File: src/rtl/rgb_expand_fade.sv
// rtl/rgb_expand_fade.sv - RGB bit-replication expander with frame-synchronous brightness fade
// Optional colour-key output enabled by defining RGB_EXPAND_FADE_KEY_EN
module rgb_expand_fade #(
    parameter int IN_BITS         = 1,
    parameter int OUT_BITS        = 6,
    parameter int LEVEL_LOG2      = 4,
    parameter int FRAMES_PER_STEP = 2
`ifdef RGB_EXPAND_FADE_KEY_EN
    ,
    parameter logic [3*IN_BITS-1:0] KEY_COLOUR = '0
`endif
) (
`ifdef RGB_EXPAND_FADE_KEY_EN
    output logic                  key_out,
`endif
    input  logic                  clk,
    input  logic                  reset,
    input  logic                  pix_valid_in,
    input  logic [IN_BITS-1:0]    red_in,
    input  logic [IN_BITS-1:0]    green_in,
    input  logic [IN_BITS-1:0]    blue_in,
    input  logic                  hsync_in,
    input  logic                  vsync_in,
    input  logic                  blank_in,
    input  logic                  fade_start,
    input  logic                  fade_dir,
    output logic                  fade_busy,
    output logic [LEVEL_LOG2:0]   level_out,
    output logic [OUT_BITS-1:0]   red_out,
    output logic [OUT_BITS-1:0]   green_out,
    output logic [OUT_BITS-1:0]   blue_out,
    output logic                  hsync_out,
    output logic                  vsync_out,
    output logic                  pix_valid_out
);

    localparam int REPS = (OUT_BITS + IN_BITS - 1) / IN_BITS;
    localparam int RW   = REPS * IN_BITS;
    localparam int PW   = OUT_BITS + LEVEL_LOG2 + 1;
    localparam logic [LEVEL_LOG2:0] LVL_MAX = {1'b1, {LEVEL_LOG2{1'b0}}};
    localparam logic [LEVEL_LOG2:0] LVL_ONE = {{LEVEL_LOG2{1'b0}}, 1'b1};
    localparam logic [7:0]          CNT_LAST = 8'(FRAMES_PER_STEP - 1);

    typedef enum logic [1:0] {IDLE, FADE_IN, FADE_OUT} state_t;

    // Repeat the value MSB-first, keep the top OUT_BITS of the replicated word.
    function automatic logic [OUT_BITS-1:0] expand(input logic [IN_BITS-1:0] v);
        return OUT_BITS'({REPS{v}} >> (RW - OUT_BITS));
    endfunction

    function automatic logic [OUT_BITS-1:0] scale(input logic [OUT_BITS-1:0] v,
                                                  input logic [LEVEL_LOG2:0] lvl);
        return OUT_BITS'((PW'(v) * PW'(lvl)) >> LEVEL_LOG2);
    endfunction

    logic [OUT_BITS-1:0] exp_r, exp_g, exp_b;
    logic                hs_1, vs_1, pv_1;
    state_t              state;
    logic [7:0]          frame_cnt;
    logic                vs_prev;
    logic                vs_rise;
    logic                step_due;

    assign vs_rise  = vsync_in && !vs_prev;
    assign step_due = (frame_cnt == CNT_LAST);

    always_ff @(posedge clk) begin
        if (reset) begin
            exp_r         <= '0;
            exp_g         <= '0;
            exp_b         <= '0;
            hs_1          <= 1'b0;
            vs_1          <= 1'b0;
            pv_1          <= 1'b0;
            red_out       <= '0;
            green_out     <= '0;
            blue_out      <= '0;
            hsync_out     <= 1'b0;
            vsync_out     <= 1'b0;
            pix_valid_out <= 1'b0;
        end else begin
            exp_r         <= blank_in ? '0 : expand(red_in);
            exp_g         <= blank_in ? '0 : expand(green_in);
            exp_b         <= blank_in ? '0 : expand(blue_in);
            hs_1          <= hsync_in;
            vs_1          <= vsync_in;
            pv_1          <= pix_valid_in;
            red_out       <= scale(exp_r, level_out);
            green_out     <= scale(exp_g, level_out);
            blue_out      <= scale(exp_b, level_out);
            hsync_out     <= hs_1;
            vsync_out     <= vs_1;
            pix_valid_out <= pv_1;
        end
    end

`ifdef RGB_EXPAND_FADE_KEY_EN
    logic key_1;

    always_ff @(posedge clk) begin
        if (reset) begin
            key_1   <= 1'b0;
            key_out <= 1'b0;
        end else begin
            key_1   <= pix_valid_in && !blank_in &&
                       ({red_in, green_in, blue_in} == KEY_COLOUR);
            key_out <= key_1;
        end
    end
`endif

    // Level only moves on a vsync rising edge, so it is stable across a frame.
    always_ff @(posedge clk) begin
        if (reset) begin
            state     <= IDLE;
            fade_busy <= 1'b0;
            level_out <= LVL_MAX;
            frame_cnt <= '0;
            vs_prev   <= 1'b0;
        end else begin
            vs_prev <= vsync_in;
            case (state)
                IDLE: begin
                    if (fade_start && fade_dir && level_out != LVL_MAX) begin
                        state     <= FADE_IN;
                        fade_busy <= 1'b1;
                        frame_cnt <= '0;
                    end else if (fade_start && !fade_dir && level_out != '0) begin
                        state     <= FADE_OUT;
                        fade_busy <= 1'b1;
                        frame_cnt <= '0;
                    end
                end
                FADE_IN: begin
                    if (vs_rise) begin
                        if (step_due) begin
                            frame_cnt <= '0;
                            level_out <= level_out + LVL_ONE;
                            if (level_out == LVL_MAX - LVL_ONE) begin
                                state     <= IDLE;
                                fade_busy <= 1'b0;
                            end
                        end else begin
                            frame_cnt <= frame_cnt + 8'd1;
                        end
                    end
                end
                FADE_OUT: begin
                    if (vs_rise) begin
                        if (step_due) begin
                            frame_cnt <= '0;
                            level_out <= level_out - LVL_ONE;
                            if (level_out == LVL_ONE) begin
                                state     <= IDLE;
                                fade_busy <= 1'b0;
                            end
                        end else begin
                            frame_cnt <= frame_cnt + 8'd1;
                        end
                    end
                end
                default: begin
                    state     <= IDLE;
                    fade_busy <= 1'b0;
                end
            endcase
        end
    end

endmodule

File: config.mk
export PLATFORM = sky130hd
export DESIGN_NAME = rgb_expand_fade
export DESIGN_NICKNAME = d
export VERILOG_FILES = /design/src/rtl/rgb_expand_fade.sv
export SDC_FILE = /design/constraint.sdc
export NUM_CORES = 1
export LEC_CHECK = 0
export BUFFER_PORTS_ARGS = -buffer_cell sky130_fd_sc_hd__buf_2
export CORE_ASPECT_RATIO = 1.1
export CORE_UTILIZATION = 54
export CTS_CLUSTER_DIAMETER = 150
export DETAILED_ROUTE_END_ITERATION = 16
export MAX_ROUTING_LAYER = met4
export PLACE_DENSITY = 0.77
export SLEW_MARGIN = 20
export SYNTH_ARGS = -nofsm -noshare
export SYNTH_HDL_FRONTEND = slang
export SYNTH_SLANG_ARGS = --single-unit
export TNS_END_PERCENT = 10
File: constraint.sdc
create_clock -name clk -period 4.2 [get_ports clk]
set_clock_uncertainty 0.1 [all_clocks]
set_input_delay 1.26 -clock clk [delete_from_list [all_inputs] [get_ports clk]]
set_output_delay 1.26 -clock clk [all_outputs]
set_load 0.005 [all_outputs]
==> key figures, run 1 <==
Hold path
  – Hold Path Stages: 1
  – WHS Endpoint: pix_valid_out
  – Hold Crit Class: reg2reg
  – Hold_sp: pv_1

Route
  – Remaining DRCs: 0
  – Final ANT Viol Nets: 0
  – Drt wl/cell: 13.6 um
  – Final WL: 7560 um
  – Initial DRC count: 117
  – Vias per cell: 5.61
  – DRT Pass-1 Iters: 4
  – Via count: 3108

CTS
  – Root buf cell: clkbuf_8
  – Clock Sinks: 43
  – CTS tree: yes
  – Clk Latency, worst-skew pair: 0.30 ns
  – Total CTS buffers: 5
  – Clk pin slew, worst setup/hold paths: 0.08 ns
  – H-tree depth: 2
  – Bufs on Longest Clock Path: 2

GRT
  – GR Util met3: 3.33%
  – Gr usage total: 23.5%
  – M2 GR Usage: 42.0%
  – Gr ovfl total: 0
  – Largest net degree at the start of global routing: 25
  – GR peak layer: met2
  – Met1 global-route usage: 26.6%
  – Initial antenna violation count: 0
  – Vias in the first global route: 2899
  – First-pass GRT wire length: 12700 um

Timing
  – Finish-stage setup viols: 0
  – Max Clk Rate: 256 MHz
  – Worst-Margin Slew: 0.524 ns
  – Worst Slack Setup Final: 0.289 ns
  – RSZ-0062 raised after global routing: no
  – Slew Limit Fails: 0
  – Slew HR: 65.0%
  – Post-route setup TNS: 0 ns
  – Final Hold Viols: 0
  – Tcrit/Tclk final: 93.1%
  – Final worst path period need: 3.91 ns

Die
  – Die W: 80.3 um
  – Floorplan row count: 31
  – Ports: 38
  – DIE HEIGHT: 88.2 um
  – Starting Density: 55.6%
  – Die area: 7080 sq um
  – Core Footprint: 6560 sq um

Logic synthesis
  – Netlist Area Pre-Place: 3650 sq um
  – Syn_nets: 510
  – Library cells used by synthesis: 49
  – Cells after synthesis: 431
  – Synthesis Warnings: 0
  – Sequential area share after synthesis: 23.6%
  – Mapped Avg Cell Area: 8.46 sq um
  – FF+latch count, synth: 43

Cells and area
  – Non-Filler Instances: 554
  – Most common cell after layout, fill and taps aside: inv_1
  – Proportion of layout cells with a drive suffix above 1: 13.6%
  – Net count, final: 550
  – Register area: 862 sq um
  – FILL cells: 562
  – Layout area overhead: 12.3%
  – Ant diodes: 0
  – Most frequent cells in the layout: inv_1 (60), ha_1 (49), dfxtp_1 (42), nor2_1 (39), buf_2 (37)
  – Final Instance Area: 4090 sq um
  – Area of the multi-input gates: 2530 sq um

Worst setup path
  – Startpoint types: flop
  – R2r setup slk: 0.29 ns
  – Crit. End Element: flop
  – Critical R2R Launch: level_out[3]
  – Crit Reg-Reg Endpoint: blue_out[4]
  – CP arrival: 4.05 ns
  – Worst R2R Path Depth: 16
  – CP Data Required Time: 4.34 ns
  – CP Class: reg2reg
  – CP Max Fanout: 5

Placement
  – GPL Wtd Cong: 0.859
  – Port bufs: 37
  – Worst slack, placed: 0.0530 ns
  – Post-DP HPWL: 5910 um
  – Placed cells: 545
  – Cell area after placement: 3940 sq um

Power
  – Leakage: 2.07 nW
  – PnR Total Power: 1.42 mW
  – VDD IR-drop max: 276 uV
  – Power per cell area: 347 nW/um^2

Job
  – Max-Cap Viols: 0

Run status
  – Status: finished, final reports clean
cell type report:
type | count | area share, %
multi-input combinational | 313 | 61.9
sequential | 43 | 21.1
timing repair buffer | 48 | 6.54
inverter | 60 | 5.50
tap | 82 | 2.51
clock buffer | 8 | 2.45
report_power, final:
group	switching (mW)	internal, mW
sequential	0.0551	0.452
combinational	0.359	0.260
clock	0.143	0.150
timing repair:
action / CTS / global route
pin swaps: 0 / 3
resized for setup: 1 / 5
hold endpoints to repair: 0 / 0
hold buffers: 0 / 0
setup endpoints to repair: 1 / 7
buffers inserted: 0 / 1
cloned: 0 / 0
flip-flops by register name, indices dropped and copies added, names as in the netlist:
register       count
red_out            6
green_out          6
fade_busy          1
exp_b              1
vs_prev            1
pix_valid_out      1
level_out          5
state              2
exp_g              1
vsync_out          1
hsync_out          1
pv_1               1
blue_out           6
exp_r              1
hs_1               1
frame_cnt          8
synthesized netlist by cell type, drive strengths merged:
cell type,number,share of area [%]
inv,60,6.2
ha,50,17
dfxtp,43,24
nor2,39,4.0
nand2,29,3.0
a21oi,20,2.7
fa,18,9.9
nand3,15,2.1
and2,13,2.2
xor2,13,3.1
clkbuf,12,1.2
nor3,12,1.8
nor2b,10,1.7
a21o,8,1.6
xnor2,8,1.9
and3,7,1.2
a31oi,6,1.2
o211ai,6,1.2
a41o,5,1.4
mux2i,5,1.4
a41oi,4,0.96
nand2b,4,0.69
nand4,4,0.69
o32ai,4,0.96
or3,4,0.69
a21boi,3,0.62
a311oi,3,0.72
buf,3,0.55
o41ai,3,0.72
a211oi,2,0.41
nor4b,2,0.89
o21ai,2,0.27
o31ai,2,0.41
or4,2,0.41
a221o,1,0.27
a31o,1,0.24
a32o,1,0.27
and4,1,0.24
nand3b,1,0.21
nor3b,1,0.21
o21a,1,0.21
o21bai,1,0.21
o221a,1,0.31
o22ai,1,0.17
cell families after synthesis:
kind of cell	synth area share [%]
adder cells (fa/ha/maj)	27.0
AO/OA/AOI/OAI	15.0
flip-flops	23.6
AND/OR/NAND/NOR	20.0
multiplexers	1.37
buffers and inverters	7.96
XOR/XNOR	5.04
worst max-delay path, cell delays in order, from the launching register on:
cell and delay [ns]:
dfxtp_2 0.37, buf_4 0.14, and2_1 0.16, inv_1 0.06
ha_1 0.32, xnor2_1 0.21, inv_1 0.09, fa_1 0.52
fa_1 0.52, inv_1 0.04, ha_1 0.33, nand4_1 0.11
o211ai_1 0.19, buf_4 0.16, o211ai_1 0.11, a311oi_1 0.30
a41o_1 0.12
routing by layer:
layer  up-vias  wire length (um)
met4         0               121
li1       1553                 -
met3        12               232
met2        62              3860
met1      1481              3340
met5         -                 0
worst max path at each step:
| stage | startpoint | endpoint | slack [ns] | depth (start not counted) |
|---|---|---|---|---|
| after global routing | exp_r[0] | red_out[4] | 0.02 | 14 |
| final | level_out[3] | blue_out[4] | 0.29 | 16 |
| after CTS | level_out[3] | green_out[4] | 0.1 | 14 |
| after detailed placement | level_out[3] | green_out[4] | 0.05 | 14 |
| after global placement | level_out[3] | green_out[4] | 0.24 | 14 |
| after floorplan | level_out[3] | blue_out[4] | 0.19 | 15 |
stage by stage:
| stage | util [%] | hold WS (ns) |
|---|---|---|
| 3_3_place_gp | 60.2 | 0.320 |
| 2_1_floorplan | - | 0.314 |
| 5_1_grt | 62.4 | 0.366 |
| 3_5_place_dp | 60.2 | 0.333 |
| 4_1_cts | 61.8 | 0.353 |
| 6_report | 62.4 | 0.349 |
(Power assumes the default switching activity.)
==> inputs of run 2 (changes only) <==
Settings changed: RECOVER_POWER set to 100.
==> run 2 against run 1 <==
  * Final cell count unchanged
  * Non-clock buffer count unchanged
  * Sequential power about the same
  * Power down 0.64%
  * Core utilization down 0.57 points
  * Register-to-register slack worse by 0.05 ns
  * Largest cell class unchanged
  * Highest routed layer unchanged
==> key figures, run 2 (synthesis gave the netlist of run 1 again) <==
Job
  – Max-Cap Viols: 0 (unchanged)

CTS
  – Clk pin slew, worst setup/hold paths: 0.09 ns (was 0.08 ns)
  – Clk Latency, worst-skew pair: 0.30 ns (about the same)
  – CTS tree: yes (unchanged)
  – Post-cts hold buffer count: 0 (unchanged)
  – Clock Sinks: 43 (unchanged)
  – Root buf cell: clkbuf_8 (unchanged)
  – H-tree depth: 2 (unchanged)
  – Bufs on Longest Clock Path: 2 (unchanged)
  – Total CTS buffers: 5 (unchanged)

Power
  – Logic gate share of total power: 43.1% (was 43.6%)
  – Power per cell area: 348 nW/um^2 (was 347 nW/um^2)
  – Psw: 0.559 mW (was 0.557 mW)
  – VDD IR-drop max: 271 uV (was 276 uV)
  – Clk pwr share: 20.9% (was 20.7%)
  – Reg power frac: 36.0% (was 35.7%)
  – Leakage: 1.99 nW (was 2.07 nW)
  – Internal power: 0.851 mW (was 0.862 mW)
  – Sw Ratio: 39.6% (was 39.3%)

Route
  – Final ANT Viol Nets: 0 (unchanged)
  – Drt wl/cell: 13.7 um (was 13.6 um)
  – Vias per cell: 5.61 (about the same)
  – DRT Pass-1 Iters: 5 (was 4)
  – Final WL: 7610 um (was 7560 um)
  – Initial DRC count: 128 (was 117)
  – Remaining DRCs: 0 (unchanged)
  – Via count: 3109 (was 3108)

Worst setup path
  – Startpoint types: flop (unchanged)
  – Worst R2R Path Depth: 16 (unchanged)
  – Critical R2R Launch: level_out[3] (unchanged)
  – CP Data Required Time: 4.29 ns (was 4.34 ns)
  – CP arrival: 4.05 ns (about the same)
  – Crit. End Element: flop (unchanged)
  – CP Max Fanout: 5 (unchanged)
  – R2r setup slk: 0.24 ns (was 0.29 ns)
  – CP Class: reg2reg (unchanged)
  – Crit Reg-Reg Endpoint: blue_out[4] (unchanged)

Die
  – DIE HEIGHT: 88.2 um (unchanged)
  – Ports: 38 (unchanged)
  – Die area: 7080 sq um (unchanged)
  – Die W: 80.3 um (unchanged)
  – Floorplan row count: 31 (unchanged)
  – Core Footprint: 6560 sq um (unchanged)
  – Starting Density: 55.6% (unchanged)

Cells and area
  – Ant diodes: 0 (unchanged)
  – Layout area overhead: 11.2% (was 12.3%)
  – Largest register FFs: 8 (unchanged)
  – Proportion of layout cells with a drive suffix above 1: 9.11% (was 13.6%)
  – Biggest register: frame_cnt (unchanged)
  – Most common cell after layout, fill and taps aside: inv_1 (unchanged)
  – Most frequent cells in the layout: inv_1 (60), ha_1 (50), dfxtp_1 (42), nor2_1 (39), nand2_1 (29) (was inv_1 (60), ha_1 (49), dfxtp_1 (42), nor2_1 (39), buf_2 (37))
  – Net count, final: 550 (unchanged)

GRT
  – Vias in the first global route: 2899 (unchanged)
  – Initial antenna violation count: 0 (unchanged)
  – First-pass GRT wire length: 12700 um (unchanged)
  – Largest net degree at the start of global routing: 25 (unchanged)
  – Gr usage total: 23.5% (unchanged)
  – Gr ovfl total: 0 (unchanged)

Timing
  – Post-route setup TNS: 0 ns (unchanged)
  – RSZ-0062 raised after global routing: no (unchanged)
  – Max Clk Rate: 253 MHz (was 256 MHz)
  – Worst Slack Setup Final: 0.241 ns (was 0.289 ns)
  – Finish-stage setup viols: 0 (unchanged)
  – Final Hold Viols: 0 (unchanged)
  – Worst-Margin Slew: 1.08 ns (was 0.524 ns)
  – Final worst path period need: 3.96 ns (was 3.91 ns)
  – Final Hold Slack: 0.347 ns (was 0.349 ns)
  – Slew HR: 27.7% (was 65.0%)
  – Tcrit/Tclk final: 94.3% (was 93.1%)
  – Slew Limit Fails: 0 (unchanged)

Placement
  – Worst slack, placed: 0.0530 ns (unchanged)
  – GPL Wtd Cong: 0.859 (unchanged)
  – Port bufs: 37 (unchanged)
  – Post-DP HPWL: 5910 um (unchanged)

Hold path
  – WHS Endpoint: pix_valid_out (unchanged)
  – Hold Path Stages: 1 (unchanged)
  – Hold Crit Class: reg2reg (unchanged)
  – Hold_sp: pv_1 (unchanged)

Run status
  – Status: finished, final reports clean (unchanged)
[run 2: changes by cell type in the layout (fill, tap and decap cells not counted)]
cell      before  now
clkbuf_1       1   20
buf_2         37   20
and2_1        13    9
a31oi_1        5    6
ha_1          49   50
buf_4         11    9
a31oi_2        1    0
ha_2           1    0
and2_0         0    4
[run 2: power groups by stage]
stage	registers, mW	logic, mW	clock network (mW)
global route	0.514	0.684	0.319
floorplan	0.488	0.496	0
detailed placement	0.516	0.608	0
global placement	0.515	0.591	0
CTS	0.506	0.614	0.303
finish	0.507	0.608	0.295
[run 2: timing repair]
item                       CTS  global route
pin swaps                    0             3
setup buffers                0             1
setup endpoints to repair    1             7
gates cloned                 0             0
gates resized for setup      1             5
[run 2: through the flow]
| step | cell area (sq um) | instances | total power [mW] | util, % |
|---|---|---|---|---|
| 6_report | 4060 | 554 | 1.41 | 61.9 |
| 5_1_grt | 4060 | 554 | 1.52 | 61.9 |
| 4_1_cts | 4050 | 553 | 1.42 | 61.8 |
| 3_5_place_dp | 3940 | 545 | 1.12 | 60.2 |
| 3_3_place_gp | 3940 | 545 | 1.11 | 60.2 |
| 2_1_floorplan | 3650 | 431 | 0.984 | - |
[run 2: worst max-delay path, cell delays in order, from the launching register on]
cell and delay [ns]:
dfxtp_2 0.37, buf_4 0.13, and2_0 0.18, inv_1 0.06, ha_1 0.33, xnor2_1 0.21, inv_1 0.09, fa_1 0.52
fa_1 0.52, inv_1 0.04, ha_1 0.33, nand4_1 0.12, o211ai_1 0.09, buf_4 0.16, o211ai_1 0.22, a311oi_1 0.13
a41o_1 0.25
[run 2: per-layer routing]
layer | vias up | GRT usage (%) | wire, um
met2 | 68 | 42.0 | 3900
li1 | 1552 | - | -
met1 | 1477 | 26.6 | 3350
met5 | - | - | 0
met4 | 0 | 7.95 | 137
met3 | 12 | 3.33 | 226
[run 2: layout make-up]
type,instances,area (sq um)
Timing Repair Buffer,48,239
Sequential cell,43,862
Inverter,60,225
Tap cell,82,103
Fill cell,573,2500
Multi-Input combinational cell,313,2530
Clock buffer,8,100
[run 2: how the worst max path moves through the flow]
stage            startpoint      endpoint  cells after the start
2_1_floorplan  level_out[3]   blue_out[4]                     15
3_3_place_gp   level_out[3]  green_out[4]                     14
3_5_place_dp   level_out[3]  green_out[4]                     14
4_1_cts        level_out[3]  green_out[4]                     14
5_1_grt            exp_r[0]    red_out[4]                     14
6_report       level_out[3]   blue_out[4]                     16
==> inputs of run 3 (changes only) <==
Settings changed: CORE_UTILIZATION 54 to 55, PLACE_DENSITY 0.77 to 0.75.
Clock period 4.2 ns to 4.8 ns, I/O delays scaled along.
==> run 3 against run 2 <==
  * Wire length shrank 6.9%
  * Worst setup slack better by 0.24 ns
  * Largest cell class unchanged
  * Critical path depth down 2
  * Register-to-register slack improved by 0.24 ns
  * Final cell count decreased by 2.2%
  * First-iteration DRC count is 40% higher
  * Power down 13%
  * Sequential power decreased by 11%
  * Critical path type unchanged
  * Fmax fell by 8.3%
  * The flow now finishes with violations (max-capacitance violations, max-slew violations)
  * Highest routed layer unchanged
  * Non-clock buffer count is 10 lower
  * Global-route usage rose by 0.082 points
  * Cell area fell by 2.6%
==> key figures, run 3 (synthesis gave the netlist of run 1 again) <==
Run status
  – Status: finished with violations (was finished, final reports clean)
  – Violated checks: max-capacitance violations, max-slew violations

Worst setup path
  – CP Class: reg2reg (unchanged)
  – Startpoint types: flop (unchanged)
  – CP endpoint: green_out[4] (was blue_out[4])
  – Worst R2R Path Depth: 14 (was 16)
  – Crit. End Element: flop (unchanged)
  – CP Data Required Time: 4.95 ns (was 4.29 ns)
  – CP Max Fanout: 10 (was 5)
  – CP startpoint: exp_g[0] (was level_out[3])
  – Critical R2R Launch: exp_g[0] (was level_out[3])
  – Crit Reg-Reg Endpoint: green_out[4] (was blue_out[4])
  – R2r setup slk: 0.48 ns (was 0.24 ns)
  – CP arrival: 4.47 ns (was 4.05 ns)

GRT
  – Largest net degree at the start of global routing: 45 (was 25)
  – Vias in the first global route: 2940 (was 2899)
  – Initial antenna violation count: 0 (unchanged)
  – First-pass GRT wire length: 12700 um (about the same)
  – Gr usage total: 23.6% (was 23.5%)
  – Gr ovfl total: 0 (unchanged)

CTS
  – Total CTS buffers: 5 (unchanged)
  – H-tree depth: 2 (unchanged)
  – Clk Latency, worst-skew pair: 0.30 ns (about the same)
  – CTS tree: yes (unchanged)
  – Clk pin slew, worst setup/hold paths: 0.08 ns (was 0.09 ns)
  – Bufs on Longest Clock Path: 2 (unchanged)
  – Root buf cell: clkbuf_8 (unchanged)
  – Setup bufs post-CTS: 0 (unchanged)
  – Post-cts resize count: 0 (was 1)
  – Clock Sinks: 43 (unchanged)
  – Post-cts hold buffer count: 0 (unchanged)

Power
  – Sw Ratio: 39.7% (was 39.6%)
  – Leakage: 1.94 nW (was 1.99 nW)
  – Psw: 0.485 mW (was 0.559 mW)
  – Power per cell area: 309 nW/um^2 (was 348 nW/um^2)
  – Logic gate share of total power: 41.7% (was 43.1%)
  – VDD IR-drop max: 173 uV (was 271 uV)
  – Clk pwr share: 21.1% (was 20.9%)
  – Reg power frac: 37.1% (was 36.0%)
  – Internal power: 0.736 mW (was 0.851 mW)
  – PnR Total Power: 1.22 mW (was 1.41 mW)

Timing
  – Post-route setup TNS: 0 ns (unchanged)
  – Worst-Margin Slew: 1.94 ns (was 1.08 ns)
  – Max Clk Rate: 232 MHz (was 253 MHz)
  – Final Hold Viols: 0 (unchanged)
  – Worst Slack Setup Final: 0.480 ns (was 0.241 ns)
  – Tcrit/Tclk final: 90.0% (was 94.3%)
  – Slew Limit Fails: 45 (was 0)
  – Final worst path period need: 4.32 ns (was 3.96 ns)
  – RSZ-0062 raised after global routing: no (unchanged)
  – Slew HR: -29.7% (was 27.7%)
  – Finish-stage setup viols: 0 (unchanged)

Cells and area
  – Most frequent cells in the layout: inv_1 (60), ha_1 (50), dfxtp_1 (43), nor2_1 (39), nand2_1 (29) (was inv_1 (60), ha_1 (50), dfxtp_1 (42), nor2_1 (39), nand2_1 (29))
  – Ant diodes: 0 (unchanged)
  – Largest register FFs: 8 (unchanged)
  – Non-Filler Instances: 542 (was 554)
  – Layout area overhead: 8.30% (was 11.2%)
  – Most common cell after layout, fill and taps aside: inv_1 (unchanged)
  – Final Core Density: 63.0% (was 61.9%)
  – FILL cells: 546 (was 573)
  – Biggest register: frame_cnt (unchanged)
  – Net count, final: 540 (was 550)
  – Proportion of layout cells with a drive suffix above 1: 7.36% (was 9.11%)

Route
  – Vias per cell: 5.51 (was 5.61)
  – Met2 routed WL: 3490 um (was 3900 um)
  – WL met1: 3240 um (was 3350 um)
  – Top layer in use: met4 (unchanged)
  – WL met3: 261 um (was 226 um)
  – Remaining DRCs: 0 (unchanged)
  – Final WL: 7080 um (was 7610 um)
  – Via count: 2984 (was 3109)
  – Initial DRC count: 179 (was 128)
  – Drt wl/cell: 13.1 um (was 13.7 um)
  – Final ANT Viol Nets: 0 (unchanged)
  – DRT Pass-1 Iters: 4 (was 5)

Die
  – Starting Density: 58.2% (was 55.6%)
  – Floorplan row count: 30 (was 31)
  – Die W: 79.6 um (was 80.3 um)
  – Core Footprint: 6270 sq um (was 6560 sq um)
  – DIE HEIGHT: 87.4 um (was 88.2 um)
  – Die area: 6960 sq um (was 7080 sq um)
  – Ports: 38 (unchanged)

Placement
  – Worst slack, placed: 0.584 ns (was 0.0530 ns)
  – GPL Wtd Cong: 0.835 (was 0.859)
  – Placed cells: 534 (was 545)
  – Port bufs: 37 (unchanged)
  – Post-DP HPWL: 5470 um (was 5910 um)

Job
  – Max-Cap Viols: 1 (was 0)

Hold path
  – Hold Crit Class: reg2reg (unchanged)
  – Hold_sp: pv_1 (unchanged)
run 3: cell types whose count changed in the layout (fill, tap and decap cells not counted), moves of 2 or more:
cell	before	now
xor2_1	11	13
buf_4	9	0
clkbuf_1	20	16
xor2_4	2	0
buf_2	20	22
run 3: worst min path at each step:
stage	end	slack [ns]	depth (start not counted)
final	pix_valid_out	0.35	1
after global routing	hsync_out	0.37	1
after CTS	pix_valid_out	0.36	1
after detailed placement	hsync_out	0.33	1
after global placement	pix_valid_out	0.32	1
after floorplan	hsync_out	0.31	1
run 3: through the flow:
step / area [sq um] / hold slack, ns
after floorplan: 3650 / 0.314
after global placement: 3870 / 0.318
after detailed placement: 3870 / 0.329
after CTS: 3980 / 0.355
after global routing: 3950 / 0.368
final: 3950 / 0.346
run 3: critical path, cell delays in order, from the launching register on:
cell      delay, ns
dfxtp_1        0.49
and2_0         0.25
inv_1          0.06
ha_1           0.34
xor2_1         0.39
inv_1          0.12
fa_1           0.51
fa_1           0.51
inv_1          0.04
ha_1           0.33
nand4_1        0.11
o211ai_1       0.41
o211ai_1       0.16
a311oi_1       0.30
a41o_1         0.13
run 3: metal layers:
layer  track usage [%]  vias to the layer above
met1              27.7                     1385
met5                 -                        -
met4              8.43                        0
li1                  -                     1530
met2              40.6                       61
met3              3.35                        8
run 3: cell type report:
type / instances / area [sq um] / area share, %
clock buffers: 7 / 96.3 / 2.44
flip-flops and latches: 43 / 861 / 21.8
multi-input cells: 313 / 2490 / 63.0
inverters: 60 / 225 / 5.70
clock inverters: 1 / 7.51 / 0.190
well taps: 80 / 100 / 2.53
repair buffers: 38 / 170 / 4.31
run 3: power by group through the flow:
stage | logic [mW] | clock network, mW | registers, mW
final | 0.509 | 0.258 | 0.453
after global routing | 0.574 | 0.285 | 0.460
after CTS | 0.515 | 0.268 | 0.451
after detailed placement | 0.513 | 0 | 0.459
after global placement | 0.498 | 0 | 0.460
after floorplan | 0.434 | 0 | 0.427
